[src/rtl/matrix_stream_rx_if.sv]
// rtl/matrix_stream_rx_if.sv - CPU matrix byte stream, buffer read port and status for matrix_stream_rx
// master = CPU / consumer side, slave = matrix_stream_rx.
interface matrix_stream_rx_if #(
  parameter int MAX_ROWS = 16,
  parameter int MAX_COLS = 16,
  parameter int DATA_W   = 8
);
  localparam int RW  = $clog2(MAX_ROWS + 1);
  localparam int CW  = $clog2(MAX_COLS + 1);
  localparam int RIW = $clog2(MAX_ROWS);
  localparam int CIW = $clog2(MAX_COLS);

  logic [DATA_W-1:0] in_matrix;
  logic              in_matrix_en;
  logic              in_matrix_end_row;
  logic              in_matrix_end;
  logic              matrix_valid;
  logic [RW-1:0]     matrix_rows;
  logic [CW-1:0]     matrix_cols;
  logic [RIW-1:0]    rd_row;
  logic [CIW-1:0]    rd_col;
  logic [DATA_W-1:0] rd_data;
  logic              rd_release;
  logic              err_ragged;
  logic              err_overflow;
  logic              err_overrun;

  modport master (
    output in_matrix, in_matrix_en, in_matrix_end_row, in_matrix_end,
    output rd_row, rd_col, rd_release,
    input  matrix_valid, matrix_rows, matrix_cols, rd_data,
    input  err_ragged, err_overflow, err_overrun
  );

  modport slave (
    input  in_matrix, in_matrix_en, in_matrix_end_row, in_matrix_end,
    input  rd_row, rd_col, rd_release,
    output matrix_valid, matrix_rows, matrix_cols, rd_data,
    output err_ragged, err_overflow, err_overrun
  );
endinterface

[src/rtl/matrix_stream_rx.sv]
// rtl/matrix_stream_rx.sv - captures one matrix from the CPU byte stream and holds it for a reader
// Strobes in one cycle are applied in the order en, end_row, end.
module matrix_stream_rx #(
  parameter int MAX_ROWS = 16,
  parameter int MAX_COLS = 16,
  parameter int DATA_W   = 8
) (
  input  logic                clk,
  input  logic                reset,
  matrix_stream_rx_if.slave   bus
);
  localparam int RW    = $clog2(MAX_ROWS + 1);
  localparam int CW    = $clog2(MAX_COLS + 1);
  localparam int DEPTH = MAX_ROWS * MAX_COLS;
  localparam int AW    = $clog2(DEPTH);
  localparam logic [RW-1:0] ROW_LIM = RW'(MAX_ROWS);
  localparam logic [CW-1:0] COL_LIM = CW'(MAX_COLS);

  typedef enum logic [1:0] {S_IDLE, S_RECV, S_HOLD} state_t;

  state_t            r_state,        w_state_nxt;
  logic [RW-1:0]     r_row_cnt,      w_row_nxt;
  logic [CW-1:0]     r_col_cnt,      w_col_nxt;
  logic [CW-1:0]     r_ref_cols,     w_ref_nxt;
  logic [RW-1:0]     r_matrix_rows,  w_rows_nxt;
  logic [CW-1:0]     r_matrix_cols,  w_cols_nxt;
  logic              r_valid,        w_valid_nxt;
  logic              r_err_ragged,   w_rag_nxt;
  logic              r_err_overflow, w_ovf_nxt;
  logic              r_err_overrun,  w_ovr_nxt;
  logic              w_we;
  logic [AW-1:0]     w_wr_addr;
  logic [AW-1:0]     w_rd_addr;
  logic [DATA_W-1:0] r_rd_data;
  logic [DATA_W-1:0] r_mem [DEPTH];

  assign w_wr_addr = AW'(r_row_cnt) * AW'(MAX_COLS) + AW'(r_col_cnt);
  assign w_rd_addr = AW'(bus.rd_row) * AW'(MAX_COLS) + AW'(bus.rd_col);

  always_comb begin
    w_state_nxt = r_state;
    w_row_nxt   = r_row_cnt;
    w_col_nxt   = r_col_cnt;
    w_ref_nxt   = r_ref_cols;
    w_rows_nxt  = r_matrix_rows;
    w_cols_nxt  = r_matrix_cols;
    w_valid_nxt = r_valid;
    w_rag_nxt   = r_err_ragged;
    w_ovf_nxt   = r_err_overflow;
    w_ovr_nxt   = r_err_overrun;
    w_we        = 1'b0;

    unique case (r_state)
      // Counters are zero in IDLE, so IDLE shares the RECV datapath.
      S_IDLE, S_RECV: begin
        if (bus.in_matrix_en) begin
          if (r_row_cnt == ROW_LIM || r_col_cnt == COL_LIM) begin
            w_ovf_nxt = 1'b1;
          end else begin
            w_we      = 1'b1;
            w_col_nxt = r_col_cnt + CW'(1);
          end
        end
        // end closes an open row implicitly; an empty row is never closed.
        if ((bus.in_matrix_end_row || bus.in_matrix_end) && w_col_nxt != '0) begin
          if (r_row_cnt == '0) begin
            w_ref_nxt = w_col_nxt;
          end else if (w_col_nxt != r_ref_cols) begin
            w_rag_nxt = 1'b1;
          end
          if (r_row_cnt != ROW_LIM) begin
            w_row_nxt = r_row_cnt + RW'(1);
          end
          w_col_nxt = '0;
        end
        if (bus.in_matrix_end) begin
          if (w_row_nxt == '0) begin
            w_state_nxt = S_IDLE;
          end else begin
            w_state_nxt = S_HOLD;
            w_valid_nxt = 1'b1;
            w_rows_nxt  = w_row_nxt;
            w_cols_nxt  = w_ref_nxt;
          end
        end else if (r_state == S_IDLE && bus.in_matrix_en) begin
          w_state_nxt = S_RECV;
        end
      end
      S_HOLD: begin
        if (bus.in_matrix_en) begin
          w_ovr_nxt = 1'b1;
        end
        if (bus.rd_release) begin
          w_state_nxt = S_IDLE;
          w_valid_nxt = 1'b0;
          w_row_nxt   = '0;
          w_col_nxt   = '0;
          w_ref_nxt   = '0;
          w_rag_nxt   = 1'b0;
          w_ovf_nxt   = 1'b0;
          w_ovr_nxt   = 1'b0;
        end
      end
      default: w_state_nxt = S_IDLE;
    endcase
  end

  always_ff @(posedge clk or posedge reset) begin
    if (reset) begin
      r_state        <= S_IDLE;
      r_row_cnt      <= '0;
      r_col_cnt      <= '0;
      r_ref_cols     <= '0;
      r_matrix_rows  <= '0;
      r_matrix_cols  <= '0;
      r_valid        <= 1'b0;
      r_err_ragged   <= 1'b0;
      r_err_overflow <= 1'b0;
      r_err_overrun  <= 1'b0;
    end else begin
      r_state        <= w_state_nxt;
      r_row_cnt      <= w_row_nxt;
      r_col_cnt      <= w_col_nxt;
      r_ref_cols     <= w_ref_nxt;
      r_matrix_rows  <= w_rows_nxt;
      r_matrix_cols  <= w_cols_nxt;
      r_valid        <= w_valid_nxt;
      r_err_ragged   <= w_rag_nxt;
      r_err_overflow <= w_ovf_nxt;
      r_err_overrun  <= w_ovr_nxt;
    end
  end

  // Buffer has no reset so it can map onto block RAM.
  always_ff @(posedge clk) begin
    if (w_we) begin
      r_mem[w_wr_addr] <= bus.in_matrix;
    end
  end

  always_ff @(posedge clk or posedge reset) begin
    if (reset) begin
      r_rd_data <= '0;
    end else begin
      r_rd_data <= r_mem[w_rd_addr];
    end
  end

  assign bus.matrix_valid = r_valid;
  assign bus.matrix_rows  = r_matrix_rows;
  assign bus.matrix_cols  = r_matrix_cols;
  assign bus.rd_data      = r_rd_data;
  assign bus.err_ragged   = r_err_ragged;
  assign bus.err_overflow = r_err_overflow;
  assign bus.err_overrun  = r_err_overrun;
endmodule

[src/flat_wrapper.sv]
// flat-port wrapper written by rule: the top's interface ports become plain ports
module matrix_stream_rx_flat 
#(
  parameter int MAX_ROWS = 16,
  parameter int MAX_COLS = 16,
  parameter int DATA_W   = 8
)
  (clk, reset, bus_in_matrix, bus_in_matrix_en, bus_in_matrix_end_row, bus_in_matrix_end, bus_rd_row, bus_rd_col, bus_rd_release, bus_matrix_valid, bus_matrix_rows, bus_matrix_cols, bus_rd_data, bus_err_ragged, bus_err_overflow, bus_err_overrun);
  matrix_stream_rx_if #(.MAX_ROWS(MAX_ROWS), .MAX_COLS(MAX_COLS), .DATA_W(DATA_W)) bus_i ();
  input  logic clk;
  input  logic reset;
  input wire logic [$bits(bus_i.in_matrix)-1:0] bus_in_matrix;
  input wire logic [$bits(bus_i.in_matrix_en)-1:0] bus_in_matrix_en;
  input wire logic [$bits(bus_i.in_matrix_end_row)-1:0] bus_in_matrix_end_row;
  input wire logic [$bits(bus_i.in_matrix_end)-1:0] bus_in_matrix_end;
  input wire logic [$bits(bus_i.rd_row)-1:0] bus_rd_row;
  input wire logic [$bits(bus_i.rd_col)-1:0] bus_rd_col;
  input wire logic [$bits(bus_i.rd_release)-1:0] bus_rd_release;
  output wire logic [$bits(bus_i.matrix_valid)-1:0] bus_matrix_valid;
  output wire logic [$bits(bus_i.matrix_rows)-1:0] bus_matrix_rows;
  output wire logic [$bits(bus_i.matrix_cols)-1:0] bus_matrix_cols;
  output wire logic [$bits(bus_i.rd_data)-1:0] bus_rd_data;
  output wire logic [$bits(bus_i.err_ragged)-1:0] bus_err_ragged;
  output wire logic [$bits(bus_i.err_overflow)-1:0] bus_err_overflow;
  output wire logic [$bits(bus_i.err_overrun)-1:0] bus_err_overrun;
  assign bus_i.in_matrix = bus_in_matrix;
  assign bus_i.in_matrix_en = bus_in_matrix_en;
  assign bus_i.in_matrix_end_row = bus_in_matrix_end_row;
  assign bus_i.in_matrix_end = bus_in_matrix_end;
  assign bus_i.rd_row = bus_rd_row;
  assign bus_i.rd_col = bus_rd_col;
  assign bus_i.rd_release = bus_rd_release;
  assign bus_matrix_valid = bus_i.matrix_valid;
  assign bus_matrix_rows = bus_i.matrix_rows;
  assign bus_matrix_cols = bus_i.matrix_cols;
  assign bus_rd_data = bus_i.rd_data;
  assign bus_err_ragged = bus_i.err_ragged;
  assign bus_err_overflow = bus_i.err_overflow;
  assign bus_err_overrun = bus_i.err_overrun;
  matrix_stream_rx #(.MAX_ROWS(MAX_ROWS), .MAX_COLS(MAX_COLS), .DATA_W(DATA_W)) u_core (.clk(clk), .reset(reset), .bus(bus_i));
endmodule
[config.mk]
export PLATFORM = sky130hd
export DESIGN_NAME = matrix_stream_rx_flat
export DESIGN_NICKNAME = d
export VERILOG_FILES = /design/src/rtl/matrix_stream_rx_if.sv /design/src/rtl/matrix_stream_rx.sv /design/src/flat_wrapper.sv
export SDC_FILE = /design/constraint.sdc
export NUM_CORES = 2
export LEC_CHECK = 0
export BUFFER_PORTS_ARGS = -buffer_cell sky130_fd_sc_hd__buf_4
export CORE_MARGIN = 3
export CORE_UTILIZATION = 50
export CTS_BUF_LIST = sky130_fd_sc_hd__clkbuf_16
export CTS_CLUSTER_SIZE = 40
export DETAILED_ROUTE_END_ITERATION = 8
export PLACE_DENSITY = 0.72
export SKIP_LAST_GASP = 1
export SLEW_MARGIN = 20
export SYNTH_ARGS = -nofsm -noshare
export SYNTH_HDL_FRONTEND = slang
export SYNTH_SLANG_ARGS = --single-unit
[constraint.sdc]
create_clock -name clk -period 6 [get_ports clk]
set_input_delay 0.3 -clock clk [delete_from_list [all_inputs] [get_ports clk]]
set_output_delay 0.3 -clock clk [all_outputs]
set_load 0.02 [all_outputs]
Yosys cells after proc, flatten, opt, wreduce, memory -nomap -nowiden
Memories as Yosys holds them, arrays and structs flattened. A register that Yosys moved wholly into a read port is not among the register bits.
Index checks and enable logic that the tools add are counted.
- output and inout port bits: 22
- input bits: 22
- bits in writable memories: 2048
- bits in latches: 0
- word-level logic and storage cells: 85
- memories kept: 1
- flip-flop bits (word level): 31
- memory bits (read-only): 0
- memory list (memory ; depth ; bits a word ; rd ports ; clocked after memory_dff ; wr ports ; RTL line ; text):
    u_core.r_mem ; 256 ; 8 ; 1 ; 1 ; 1 ; matrix_stream_rx.sv:35 ; logic [DATA_W-1:0] r_mem [DEPTH];
- reductions and logical operators: 18
- multipliers: 0
- equal/unequal tests: 15
- shifts and indexed selects: 0
- order comparisons: 0
- $add $sub $neg: 4
- muxes and demuxes: 36
- bitwise operators: 1
- div/mod/pow operators: 0
- operator list (cell ; number):
    2-to-1 mux 5 bit ; 10
    one-hot mux 5 bit (2 select lines) ; 3
    2-to-1 mux 1 bit ; 15
    adder 5 x 1 -> 5 bit, second input constant ; 2
    == test 5 bit, second input constant ; 2
    logical NOT 5 bit ; 2
    != test 2 bit, second input constant ; 5
    adder 8 x 4 -> 8 bit ; 1
    adder 8 x 5 -> 8 bit ; 1
    2-to-1 mux 2 bit ; 4
    AND reduction 4 bit ; 2
    != test 2 x 1 -> 1 bit, second input constant ; 3
    one-hot mux 1 bit (2 select lines) ; 3
    AND reduction 2 bit ; 3
    != test 5 bit ; 1
    != test 5 bit, second input constant ; 1
    AND reduction 5 bit ; 1
    nonzero test 5 bit ; 1
    one-hot mux 2 bit (2 select lines) ; 1
    nonzero test 2 bit ; 2
    != test 3 x 2 -> 1 bit, second input constant ; 1
    AND reduction 3 bit ; 1
    == test 2 x 1 -> 1 bit, second input constant ; 1
    == test 2 bit, second input constant ; 1
    5 further kinds ; 7

Depth between registers and ports, before layout
- depth in word-level cells: 13
- mapped depth: 11
- depth with buffers taken out: 9

Worst setup path after synthesis
Ideal clock, no wire load.
- kind: register to register
- start: reg u_core.r_row_cnt[0]
- end: mem u_core.r_mem[117][0], enable pin
- arrival: 2305 ps
- stages on the path, launching flop included: 10
- data required time: 5630 ps
- slack: 3325 ps
- setup time: 370 ps
- buffers on the path: 2
- clock period less this slack: 2675 ps
- cell sequence: dfrtp_1 > clkbuf_1 > inv_1 > ha_1 > nand4bb_4 > nand2_1 > nor4_1 > nand2_1 > clkbuf_1 > nor2_1
- word-level cells in the longest chain between the ends: 7
- RTL lines (what ; RTL line ; text):
    start: declaration ; matrix_stream_rx.sv:22 ; logic [RW-1:0] r_row_cnt, w_row_nxt;
    start signal: assignment ; matrix_stream_rx.sv:122 ; r_row_cnt <= w_row_nxt;
    == test 5 bit ; matrix_stream_rx.sv:57 ; if (r_row_cnt == ROW_LIM || r_col_cnt == COL_LIM) begin
    logical OR 1 bit ; matrix_stream_rx.sv:57 ;
    2-to-1 mux 1 bit ; matrix_stream_rx.sv:57 ;
    2-to-1 mux 1 bit ; matrix_stream_rx.sv:56 ; if (bus.in_matrix_en) begin
    2-to-1 mux 1 bit ; matrix_stream_rx.sv:53 ; unique case (r_state)
    2-to-1 mux 1 bit ; matrix_stream_rx.sv:136 ; if (w_we) begin
    2-to-1 mux 1 bit (not written as such) ; matrix_stream_rx.sv:137 ; r_mem[w_wr_addr] <= bus.in_matrix;
    end: declaration ; matrix_stream_rx.sv:35 ;
Several ways; a longest one is shown, not always the timed one.

Worst setup path in the final report
- start: reg u_core.r_row_cnt[2]
- end: mem u_core.r_mem[136][3], enable pin
Same word-level chain as after synthesis.

==> results.toml <==
[synthesis]
synth_top_cell_area_share = 0.764
syn_nets = 3756
yosys-top-cells-count = "edfxtp_1 (2048), mux4_2 (512), nor2_1 (279)"
synth_area_leaders = "edfxtp_1 (76%), mux4_2 (14%), a22oi_1 (1.6%), nor2_1 (1.3%), dfrtp_1 (1.2%)"
ys_seq_area_frac = 0.776
synth_top_cell_by_area = "edfxtp_1"
synth-main-ff-cell = "edfxtp_1"
syn_area_sq_um = 80500
synth_cells = 3726
yosys_warnings = 0
synth-seq-cells = 2087
syn_area_per_cell_sq_um = 21.6
synth_most_common_cell = "edfxtp_1"
synth-async-reset-ratio = 0.0187
synth.distinct_cells = 65
synth-edff-count = 2048

[grt]
grt_usage = 0.221
grt_remaining_overflow = 0
grt_pass1_vias = 39200
grt_first_pass_wirelength_um = 271000
antenna_found_initial = 0
grt_start_max_net_pins = 160

[power]
combPwrFrac = 0.072
pwr-share-clk = 0.407
p_sw_frac = 0.223
ir_worst_vdd_mv = 0.296
power_switching_w = 0.00697
p_per_area_nw_per_um2 = 347
p_int_w = 0.0243
power.leakage_nw = 28.0
seq_power_share = 0.521

[placement]
post-place-ws_ps = 1830
place_area_sq_um = 83400
dp_cells = 5766
gp_congestion = 0.822
place.detailed.hpwl_um = 105000
port_buffers = 43

[drt]
drc = 0
drtIter0Drc = 4700
vias = 39100
post_drt_wl_per_cell_um = 29.8
via_per_inst = 6.36
wirelength_um = 183000
ant_nets = 0
drtPass1Iterations = 6

[worst_setup_path]
critPathTopFamily = "simple AND/OR/NAND/NOR gates"
cp_max_fo = 23
critPathBufInv = 1
slowest_delay_ps = 850
required_ps = 6410
worstPathArrival_ps = 4230
cp_cell_sequence = "nand4bb_4, nand2_1, nor2_1, nand2_1, nor2_1, nand2_1, buf_4, nor2_1"
critPathLaunchType = "register"
end_kind = "register"
criticalPathCategory = "register to register"
crit_path_top_delay_cell = "dfrtp_1"

[clock_tree]
cts-root-buf = "clkbuf_16"
post_cts_buffers = 0
cts.sinks = 2087
clk_pin_slew_ps = 60
numCtsBuffers = 196
cts_resized = 0
htree_levels = 4
cts_buffer_depth = 3
clock_latency_ps = 830
cts_tree = "done"

[sta]
rsz0062_at_grt = "no"
worstMarginPinSlew_ps = 1110
setup_ws_ps = 2180
post-route-period-util = 0.637
setup_viol = 0
hold_violations = 0
slew_headroom = 0.259
fmax_mhz = 262
tns_ps = 0
fin_crit_ps = 3820
skew_ps = 63.3
drv_slew = 0

[cells_and_area]
final_cell_count_no_fill = 6139
ff_latch_area_sq_um = 62500
stdcell_area_sq_um = 90200
fillers = 11300
multi_input_area_sq_um = 17000
utilization = 0.567
nets = 3854
drive_above_1_share = 0.239
diodes = 0
area_growth_syn_to_layout_pct = 12.0

[hold_path]
hp-class = "primary input to register"

[floorplanning]
die_w_um = 407
die_h_um = 407
coreArea_sq_um = 159000
fp-row-count = 146
boundaryPins = 44
die-area_sq_um = 166000
start_util = 0.506

[flow_run]
cap_violations = 0

[status]
status = "finished, final reports clean"
[metrics by stage]
stage | hold slack (ps) | total power (W)
4_1_cts | 92.5 | 0.0314
2_1_floorplan | 371 | 0.0179
3_5_place_dp | 488 | 0.0188
3_3_place_gp | 470 | 0.0188
5_1_grt | 116 | 0.0322
6_report | 98.1 | 0.0313
[power groups by stage]
stage	logic, W	clock network (W)	registers (W)
floorplan	0.00131	0	0.0166
global placement	0.00220	0	0.0166
detailed placement	0.00224	0	0.0166
CTS	0.00226	0.0129	0.0163
global route	0.00240	0.0135	0.0163
finish	0.00225	0.0127	0.0163
[state kept, by name, indices dropped and copies added (netlist names)]
register                 cells
u_core.bus.err_overflow      1
u_core.r_col_cnt             5
u_core.bus.matrix_rows       5
u_core.r_row_cnt             5
u_core.bus.rd_data           8
u_core.r_state               2
u_core.bus.matrix_cols       5
u_core.bus.matrix_valid      1
u_core.bus.err_ragged        1
u_core.bus.err_overrun       1
u_core.r_mem              2048
u_core.r_ref_cols            5
[path summary, 6_finish.rpt]
path | from | endpoint | slack (ps) | cells after the start
hold / removal | bus_in_matrix[2] | u_core.r_mem[154][2] | 100 | 1
setup / recovery | u_core.r_row_cnt[2] | u_core.r_mem[136][3] | 2180 | 8
hold reg to reg | u_core.bus.matrix_valid | u_core.bus.matrix_valid | 510 | 2
setup reg to reg | u_core.r_row_cnt[2] | u_core.r_mem[136][3] | 2180 | 8
min in group asynchronous | reset | u_core.bus.rd_data[1] | 220 | 3
max in group asynchronous | reset | u_core.r_ref_cols[2] | 5200 | 3
[placed cells by master (no fill, tap or decap), types with 5 or more instances in the layout]
cell type / count
a21oi_1: 6
o31ai_1: 5
ha_1: 8
o221ai_1: 32
clkinvlp_4: 6
a221oi_1: 64
nor2_1: 277
nor2b_1: 8
buf_4: 104
clkinv_2: 36
inv_1: 45
mux2i_1: 5
dlygate4sd3_1: 6
o21ai_0: 11
nand2_1: 113
xnor2_1: 11
mux4_2: 512
a22o_1: 73
a22oi_1: 177
clkbuf_8: 8
bufinv_16: 29
inv_6: 5
nor3_1: 6
mux2_2: 5
clkbuf_16: 202
clkinv_1: 45
edfxtp_1: 2048
buf_12: 13
nand3_1: 15
dfrtp_1: 39
[final cells by class]
type                       instances  share of cell area
sequential                      2087               0.693
multi-input combinational       1395               0.189
clock buffer                     202              0.0561
tap                             2146              0.0298
clock inverter                   165              0.0180
timing repair buffer             133              0.0138
inverter                          11            0.000472
[logic make-up (layout without fill, tap and decap cells)]
group | after synthesis | after routing | synth area share
flops | 2087 | 2087 | 0.776
buf+inv | 244 | 511 | 0.0132
fa+ha+maj | 8 | 8 | 0.00124
mux | 527 | 527 | 0.145
xor+xnor | 15 | 15 | 0.00163
simple gates | 458 | 458 | 0.0242
compound gates | 387 | 387 | 0.0386
[per-layer routing]
layer | vias to the layer above | share of wire | GRT usage
met4 | 0 | 0.026 | 0.0616
li1 | 16000 | - | -
met5 | - | 0 | 0
met2 | 2058 | 0.49 | 0.347
met1 | 20700 | 0.40 | 0.322
met3 | 282 | 0.089 | 0.0408
[what timing repair did]
action,CTS,global route
hold buffers,6,0
endpoints found under the hold margin,46,0
setup endpoints to repair,0,0
No activity file was read; power rests on OpenSTA's default activity.
